$ cat src/rtl/pc_sequencer_pkg.sv
// rtl/pc_sequencer_pkg.sv - CSCv2 sequencer shared constants and types
package pc_sequencer_pkg;

    // Sequencer state encoding
    localparam logic [2:0] ST_FETCH_OP  = 3'd0;
    localparam logic [2:0] ST_FETCH_ARG = 3'd1;
    localparam logic [2:0] ST_EXEC      = 3'd2;
    localparam logic [2:0] ST_BRANCH    = 3'd3;
    localparam logic [2:0] ST_HALT      = 3'd4;

    // Jump condition codes carried in opcode[2:0]
    localparam logic [2:0] COND_ALWAYS = 3'd0;
    localparam logic [2:0] COND_Z      = 3'd1;
    localparam logic [2:0] COND_NZ     = 3'd2;
    localparam logic [2:0] COND_N      = 3'd3;
    localparam logic [2:0] COND_NN     = 3'd4;
    localparam logic [2:0] COND_C      = 3'd5;
    localparam logic [2:0] COND_NC     = 3'd6;
    localparam logic [2:0] COND_NEVER  = 3'd7;

    // Opcode defaults
    localparam logic [3:0] JMP_CLASS_DEF = 4'hE;
    localparam logic [7:0] HALT_OP_DEF   = 8'hFF;

    // ALU flag bundle as presented on the flags port: {C,N,Z}
    typedef struct packed {
        logic c;
        logic n;
        logic z;
    } alu_flags_t;

endpackage

$ cat src/rtl/cond_eval.sv
// rtl/cond_eval.sv - combinational jump condition resolver
module cond_eval
    import pc_sequencer_pkg::*;
(
    input  logic [2:0] flags,
    input  logic [2:0] cond,
    output logic       taken
);

    alu_flags_t f;
    assign f = alu_flags_t'(flags);

    // Map the 3-bit condition code onto the sampled ALU flags
    always_comb begin
        taken = 1'b0;
        case (cond)
            COND_ALWAYS: taken = 1'b1;
            COND_Z:      taken = f.z;
            COND_NZ:     taken = ~f.z;
            COND_N:      taken = f.n;
            COND_NN:     taken = ~f.n;
            COND_C:      taken = f.c;
            COND_NC:     taken = ~f.c;
            COND_NEVER:  taken = 1'b0;
            default:     taken = 1'b0;
        endcase
    end

endmodule

$ cat src/rtl/pc_sequencer.sv
// rtl/pc_sequencer.sv - CSCv2 fetch/execute sequencer driving the program counter
module pc_sequencer
    import pc_sequencer_pkg::*;
#(
    parameter int                DATA_W    = 8,
    parameter logic [3:0]        JMP_CLASS = JMP_CLASS_DEF,
    parameter logic [DATA_W-1:0] HALT_OP   = DATA_W'(HALT_OP_DEF),
    parameter int                CNT_W     = 16
) (
    input  logic              clk,
    input  logic              reset_n,
    input  logic [DATA_W-1:0] mem_data,
    input  logic              mem_ready,
    input  logic [2:0]        flags,
    input  logic              exec_done,
    input  logic              run,
    output logic              mem_req,
    output logic              pc_incr,
    output logic              pc_load,
    output logic [DATA_W-1:0] pc_data,
    output logic [DATA_W-1:0] ir_op,
    output logic [DATA_W-1:0] ir_arg,
    output logic              exec_start,
    output logic              halted,
    output logic [CNT_W-1:0]  instr_count
);

    localparam logic [CNT_W-1:0] CNT_ONE = {{(CNT_W-1){1'b0}}, 1'b1};

    logic [2:0]        state_q,       state_d;
    logic              mem_req_q,     mem_req_d;
    logic              pc_incr_q,     pc_incr_d;
    logic              pc_load_q,     pc_load_d;
    logic              exec_start_q,  exec_start_d;
    logic              halted_q,      halted_d;
    logic [DATA_W-1:0] ir_op_q,       ir_op_d;
    logic [DATA_W-1:0] ir_arg_q,      ir_arg_d;
    logic [DATA_W-1:0] pc_data_q,     pc_data_d;
    logic [CNT_W-1:0]  instr_count_q, instr_count_d;

    logic accept;
    logic is_jump;
    logic taken;

    // An edge accepts a byte only while a request is already on the port
    assign accept  = mem_req_q & mem_ready;
    assign is_jump = (ir_op_q[7:4] == JMP_CLASS);

    cond_eval u_cond_eval (
        .flags (flags),
        .cond  (ir_op_q[2:0]),
        .taken (taken)
    );

    // Next-state and registered-output logic; every pulse lasts one cycle
    always_comb begin
        state_d       = state_q;
        mem_req_d     = 1'b0;
        pc_incr_d     = 1'b0;
        pc_load_d     = 1'b0;
        exec_start_d  = 1'b0;
        halted_d      = halted_q;
        ir_op_d       = ir_op_q;
        ir_arg_d      = ir_arg_q;
        pc_data_d     = pc_data_q;
        instr_count_d = instr_count_q;

        case (state_q)
            ST_FETCH_OP: begin
                // Entry cycle has mem_req low so the PC can settle
                if (!mem_req_q) begin
                    mem_req_d = 1'b1;
                end else if (accept) begin
                    ir_op_d   = mem_data;
                    pc_incr_d = 1'b1;
                    if (mem_data == HALT_OP) begin
                        state_d       = ST_HALT;
                        halted_d      = 1'b1;
                        instr_count_d = instr_count_q + CNT_ONE;
                    end else begin
                        state_d = ST_FETCH_ARG;
                    end
                end else begin
                    mem_req_d = 1'b1;
                end
            end

            ST_FETCH_ARG: begin
                if (!mem_req_q) begin
                    mem_req_d = 1'b1;
                end else if (accept) begin
                    ir_arg_d  = mem_data;
                    pc_data_d = mem_data;
                    if (is_jump && taken) begin
                        state_d   = ST_BRANCH;
                        pc_load_d = 1'b1;
                    end else if (is_jump) begin
                        state_d       = ST_FETCH_OP;
                        pc_incr_d     = 1'b1;
                        instr_count_d = instr_count_q + CNT_ONE;
                    end else begin
                        state_d      = ST_EXEC;
                        pc_incr_d    = 1'b1;
                        exec_start_d = 1'b1;
                    end
                end else begin
                    mem_req_d = 1'b1;
                end
            end

            ST_EXEC: begin
                // exec_done is ignored during the exec_start cycle itself
                if (!exec_start_q && exec_done) begin
                    state_d       = ST_FETCH_OP;
                    instr_count_d = instr_count_q + CNT_ONE;
                end
            end

            ST_BRANCH: begin
                state_d       = ST_FETCH_OP;
                instr_count_d = instr_count_q + CNT_ONE;
            end

            ST_HALT: begin
                if (run) begin
                    state_d  = ST_FETCH_OP;
                    halted_d = 1'b0;
                end
            end

            default: begin
                state_d  = ST_FETCH_OP;
                halted_d = 1'b0;
            end
        endcase
    end

    // State and output registers; reset abandons any in-flight transaction
    always_ff @(posedge clk or negedge reset_n) begin
        if (!reset_n) begin
            state_q       <= ST_FETCH_OP;
            mem_req_q     <= 1'b0;
            pc_incr_q     <= 1'b0;
            pc_load_q     <= 1'b0;
            exec_start_q  <= 1'b0;
            halted_q      <= 1'b0;
            ir_op_q       <= '0;
            ir_arg_q      <= '0;
            pc_data_q     <= '0;
            instr_count_q <= '0;
        end else begin
            state_q       <= state_d;
            mem_req_q     <= mem_req_d;
            pc_incr_q     <= pc_incr_d;
            pc_load_q     <= pc_load_d;
            exec_start_q  <= exec_start_d;
            halted_q      <= halted_d;
            ir_op_q       <= ir_op_d;
            ir_arg_q      <= ir_arg_d;
            pc_data_q     <= pc_data_d;
            instr_count_q <= instr_count_d;
        end
    end

    assign mem_req     = mem_req_q;
    assign pc_incr     = pc_incr_q;
    assign pc_load     = pc_load_q;
    assign pc_data     = pc_data_q;
    assign ir_op       = ir_op_q;
    assign ir_arg      = ir_arg_q;
    assign exec_start  = exec_start_q;
    assign halted      = halted_q;
    assign instr_count = instr_count_q;

endmodule

$ cat config.mk
export PLATFORM = sky130hd
export DESIGN_NAME = pc_sequencer
export DESIGN_NICKNAME = d
export VERILOG_FILES = /design/src/rtl/pc_sequencer_pkg.sv /design/src/rtl/cond_eval.sv /design/src/rtl/pc_sequencer.sv
export SDC_FILE = /design/constraint.sdc
export NUM_CORES = 1
export LEC_CHECK = 0
export CAP_MARGIN = 5
export CORE_ASPECT_RATIO = 1.2
export CORE_UTILIZATION = 50
export DETAILED_ROUTE_END_ITERATION = 12
export PLACE_DENSITY = 0.85
export SETUP_SLACK_MARGIN = 0.5
export SLEW_MARGIN = 20
export SYNTH_ARGS = -nofsm -noshare
export SYNTH_HDL_FRONTEND = slang
export SYNTH_HIERARCHICAL = 1
export SYNTH_SLANG_ARGS = --single-unit
$ cat constraint.sdc
create_clock -name clk -period 5.2 [get_ports clk]
set_input_delay 1.04 -clock clk [delete_from_list [all_inputs] [get_ports clk]]
set_output_delay 1.04 -clock clk [all_outputs]
set_load 0.02 [all_outputs]
Word-level counts from Yosys, hierarchy flattened

Cells that the tools add are included.

Bits in registers: 40
Bits of input ports: 16
Output and inout bits: 45
Logic and storage cells: 93

Add/subtract/negate cells: 1
Equality and inequality tests: 22
Muxes and demuxes: 43
Bitwise gates (word level): 5
Reductions and logical operators: 13

Operators with widths:

| kind                  | number |
|---|---|
| $mux 16               | 8 |
| $pmux 16 s4           | 1 |
| $mux 1                | 21 |
| $mux 3                | 7 |
| $ne 2x2->1 const B    | 9 |
| $add 16x1->16 const B | 1 |
| $eq 3x3->1 const B    | 5 |
| $eq 3x2->1 const B    | 4 |
| $pmux 3 s4            | 1 |
| $reduce_and 9->1      | 1 |
| $eq 8x8->1 const B    | 1 |
| $pmux 1 s8            | 1 |
| $eq 3x1->1 const B    | 2 |
| $logic_not 3->1       | 2 |
| $reduce_and 3->1      | 2 |
| $reduce_and 6->1      | 1 |
| $reduce_and 5->1      | 1 |
| $eq 4x4->1 const B    | 1 |
| $mux 2                | 2 |
| $not 1->1             | 4 |
| $reduce_bool 4->1     | 1 |
| $pmux 1 s3            | 1 |
| $reduce_or 3->1       | 1 |
| $logic_and 1x1->1     | 2 |
| 4 further kinds       | 4 |

Logic depth before layout (Yosys ltp)

Depth after elaboration: 7
Mapped depth: 8
Gate-level depth less buffers: 7

By module

Netlist, hierarchy kept.

Modules (own cells, without submodules):

| module       | times used | cells each | area each (µm²) | seq. area each (µm²) |
|---|---|---|---|---|
| pc_sequencer | 1          | 156        | 1949.4          | 1001.0 |
| cond_eval    | 1          | 9          | 52.6            | 0.0 |

Worst setup path after synthesis

No wires, ideal clock.

Path kind: input to register
Start: input port flags[0]
End: register instr_count_q[12] (netlist: instr_count[12])
Library setup time: 132 ps
Data arrival time: 2583 ps
Data required time: 5068 ps
Setup slack: 2485 ps
Cell stages on the path: 8
Buffers on the path: 1
Cells stage by stage: nor2_1 a31oi_1 o221ai_1 nand2_2 a2111oi_4 buf_6 nor3_2 xor2_1

Word-level cells in the longest chain between the ends: 5

Ends and longest elaborated chain:

| item                                | RTL line            | RTL |
|---|---|---|
| start, declared                     | pc_sequencer.sv:14  | `input logic [2:0] flags,` |
| $not 1->1                           | cond_eval.sv:19     | `COND_NZ: taken = ~f.z;` |
| $pmux 1 s8 *                        | cond_eval.sv:16     | `case (cond)` |
| via taken                           | pc_sequencer.sv:43  | `logic taken;` |
| $logic_and 1x1->1 *                 | pc_sequencer.sv:94  | `if (is_jump && taken) begin` |
| $ne 2x2->1 (no source line) *       | --                  |  |
| $reduce_and 9->1 (no source line) * | --                  |  |
| end signal, assigned                | pc_sequencer.sv:161 | `instr_count_q <= instr_count_d;` |
| end, declared                       | pc_sequencer.sv:39  | `logic [CNT_W-1:0] instr_count_q, instr_count_d;` |

Mark *: on every way through the listed nets, which the timed path passes. The rest lies on a longest branch.
A chain may end at the register's enable or synchronous reset.

Worst setup path in the final report

Start: input port flags[0]
End: register instr_count_q[1] (netlist: instr_count[1])

The elaborated chain is that of the path after synthesis.

==> summary.txt <==
Status: completed
Fin crit period: 2.960 ns
CTS Root Cell: clkbuf_8
Hold path start: instr_count[15]
Largest family of logic cells by synthesized area: simple AND/OR/NAND/NOR gates
RR Startpoint: ir_op[0]
Reg2Reg Depth: 8
RSZ-0062 raised after global routing: no
Critical Path AT: 3.13 ns
GR Util All Layers: 22.91%
Post-route antenna net violation count: 0
Die width: 59.76 µm
Int Pwr: 943.3 µW
DR iter-0 viols: 80
Main flop type after synthesis: dfrtp_1
Cell Area, Synth: 2002 µm²
Congestion Overflow GR: 0
WHS Path Cells: 1
Share of flip-flops with an asynchronous set or reset: 100.0%
Die area: 4262 µm²
Reg power frac: 34.1%
Ant. Diodes: 0
Worst vdd ir: 0.3850 mV
Global-route wire length before repair: 7217 µm
PortBufs: 60
Crit share post-route: 56.93%
Crit Path Category: input pin to flip-flop
Total I/O pin count: 61
CP startpoint kind: input pin
Share of cells above drive strength 1: 21.72%
Switch share: 38.85%
Clock latency on the worst-skew pair: 0.29 ns
Synthesized Nets: 182
Synth Register Bits: 40
Worst r2r dst: instr_count[1]
Largest net degree at the start of global routing: 41
LEAKAGE: 1.159 nW
Post-DR wirelength/cell: 16.04 µm
Synth Area in Adders: 0.6250%
CP endpoint kind: flip-flop
Fillers: 274
Number of CTS-inserted buffers: 5
Rel. slew slack: 42.02%
Post-CTS Setup Bufs: 0
Hold/Removal Path Class: flip-flop to flip-flop
Maxcap violations: 0
Clock network fraction of total power: 18.0%
Setup_tns: 0 ns
Vias: 1495
Non-filler cells, final: 273
Number of global-route vias before repair: 1544
Syn Inst Count: 165
Sequential area share after synthesis: 50.00%
Drt via density: 5.476
Clock skew: 0.01074 ns
Syn avg cell area: 12.13 µm²
PwrDens: 574.5 nW/µm²
CTS tree: yes
Longest Clk Path Bufs: 2
Comb pwr share: 48.0%
Required @ worst endpoint: 5.37 ns
Slew Limit Fails: 0
R2R Setup Slk: 2.94 ns
CP startpoint: flags[0]
Crit-path max FO: 16
Net Sw Power: 599.3 µW
RD Place Congestion: 0.7858
CTS HTree Levels: 2
Drt first pass iters: 4
Post-synthesis simple-gate area fraction: 21.31%
CTS clk-pin slew, worst paths: 0.07 ns
Final net count: 237
Hold Vio Cnt, Final: 0
Xor/xnor cell area share of the yosys netlist: 6.563%
Compound-Gate Fraction of Synth Area: 5.437%
Core area: 3724 µm²
Remaining DRCs: 0
Die Y: 71.32 µm
Row cnt: 24
Final setup viols: 0
Mux contribution to synthesized area: 9.750%
WHS Endpoint: instr_count[15]
Total Wirelength: 4379 µm
Placed cell count: 265
Fmax: 0.3378 GHz
Hold-fix buffers at CTS: 0
Distinct cells, synth: 45
Ys Warns: 6
Final HPWL DP: 3142 µm
Slew at the pin closest to its max-slew limit: 0.8696 ns
Area grow syn2layout: 34.13%
Post_cts resized: 0
Starting Density: 53.76%
Clk sinks: 40
Antenna violations before repair: 0
Post-synth EDFFs: 0
synth_stat cells (all sizes together) (4+ instances only):
cell type	n	area [µm²]
xor2	14	122.6
dfrtp	40	1001
a21oi	4	20.02
buf	12	97.59
nand4	4	25.02
mux2	17	195.2
nand2	9	38.79
nor3	10	85.08
nor2	12	50.05
inv	4	15.01
nor3b	5	47.54
nand3	5	25.02
registers in the layout (all words and copies together) (netlist names):
signal	flops
instr_count	16
ir_op	8
pc_data	8
state_q	3
exec_start	1
halted	1
mem_req	1
pc_incr	1
pc_load	1
how the worst max path moves through the flow:
stage / end / slack (ns) / depth (start not counted)
floorplan: instr_count[12] / 2.48 / 8
global placement: instr_count[1] / 2.00 / 8
detailed placement: instr_count[1] / 1.96 / 9
CTS: instr_count[1] / 2.25 / 9
global route: instr_count[1] / 2.10 / 9
finish: instr_count[1] / 2.24 / 9
cell type report:
type                       count  area [µm²]  area share, %
tap                           52       65.06          2.423
sequential                    40        1001          37.28
inverter                       4       15.01         0.5592
multi-input combinational    108       874.6          32.57
timing repair buffer          61       603.1          22.46
clock buffer                   7       96.34          3.588
clock inverter                 1       30.03          1.118
cells by family (layout without fill, tap and decap cells):
family,after synthesis,after routing
flip-flops,40,40
AND/OR/NAND/NOR,62,62
AO/OA/AOI/OAI,13,13
adder cells (fa/ha/maj),1,1
XOR/XNOR,15,15
multiplexers,17,17
buffers and inverters,17,73
placed cells by master (no fill, tap or decap), types with 2 or more instances in the layout:
cell,Yosys,layout
clkdlybuf4s50_1,0,59
dfrtp_1,40,40
mux2_2,16,16
xor2_1,14,14
nor2_1,10,10
nand2_1,7,7
nor3_2,7,7
clkbuf_8,1,7
nand3_1,5,5
nand4_1,4,4
a21oi_1,4,4
inv_1,4,4
nor3_1,3,3
nor3b_1,3,3
nand2_2,2,2
a31oi_1,2,2
nor3b_2,2,2
or3_1,2,2
nor2_2,2,2
worst max-delay path, cell delays in order:
cell	delay [ns]
clkdlybuf4s50_1	0.43
nor2_1	0.11
a31oi_1	0.05
o221ai_1	0.32
nand2_2	0.12
a2111oi_4	0.35
buf_4	0.32
nor2_2	0.10
mux2_4	0.30
metrics by stage:
| stage | setup slack (ns) | area (µm²) | hold slack (ns) | power, mW | util [%] |
|---|---|---|---|---|---|
| 3_3_place_gp | 2.004 | 2559 | 0.4595 | 1.239 | 68.72 |
| 2_1_floorplan | 2.485 | 2002 | 0.5333 | 0.9875 | - |
| 5_1_grt | 2.103 | 2685 | 0.5120 | 1.617 | 72.11 |
| 6_report | 2.240 | 2685 | 0.4692 | 1.543 | 72.11 |
| 3_5_place_dp | 1.961 | 2559 | 0.4627 | 1.266 | 68.72 |
| 4_1_cts | 2.252 | 2685 | 0.4741 | 1.550 | 72.11 |
per-layer routing:
layer | vias up | part of all wire, % | track usage, %
met3 | 10 | 7.7 | 7.942
met4 | 0 | 2.2 | 9.044
met5 | - | 0 | 0
li1 | 693 | - | -
met1 | 727 | 39 | 25.99
met2 | 65 | 51 | 38.77
power by group through the flow:
stage               combinational [mW]  sequential [mW]  clock [mW]
floorplan                        0.385            0.602           0
global placement                 0.719            0.519           0
detailed placement               0.739            0.526           0
CTS                              0.745            0.524       0.281
global route                     0.782            0.541       0.294
finish                           0.740            0.526       0.277
Note: power is estimated with default switching activity, not from simulation.
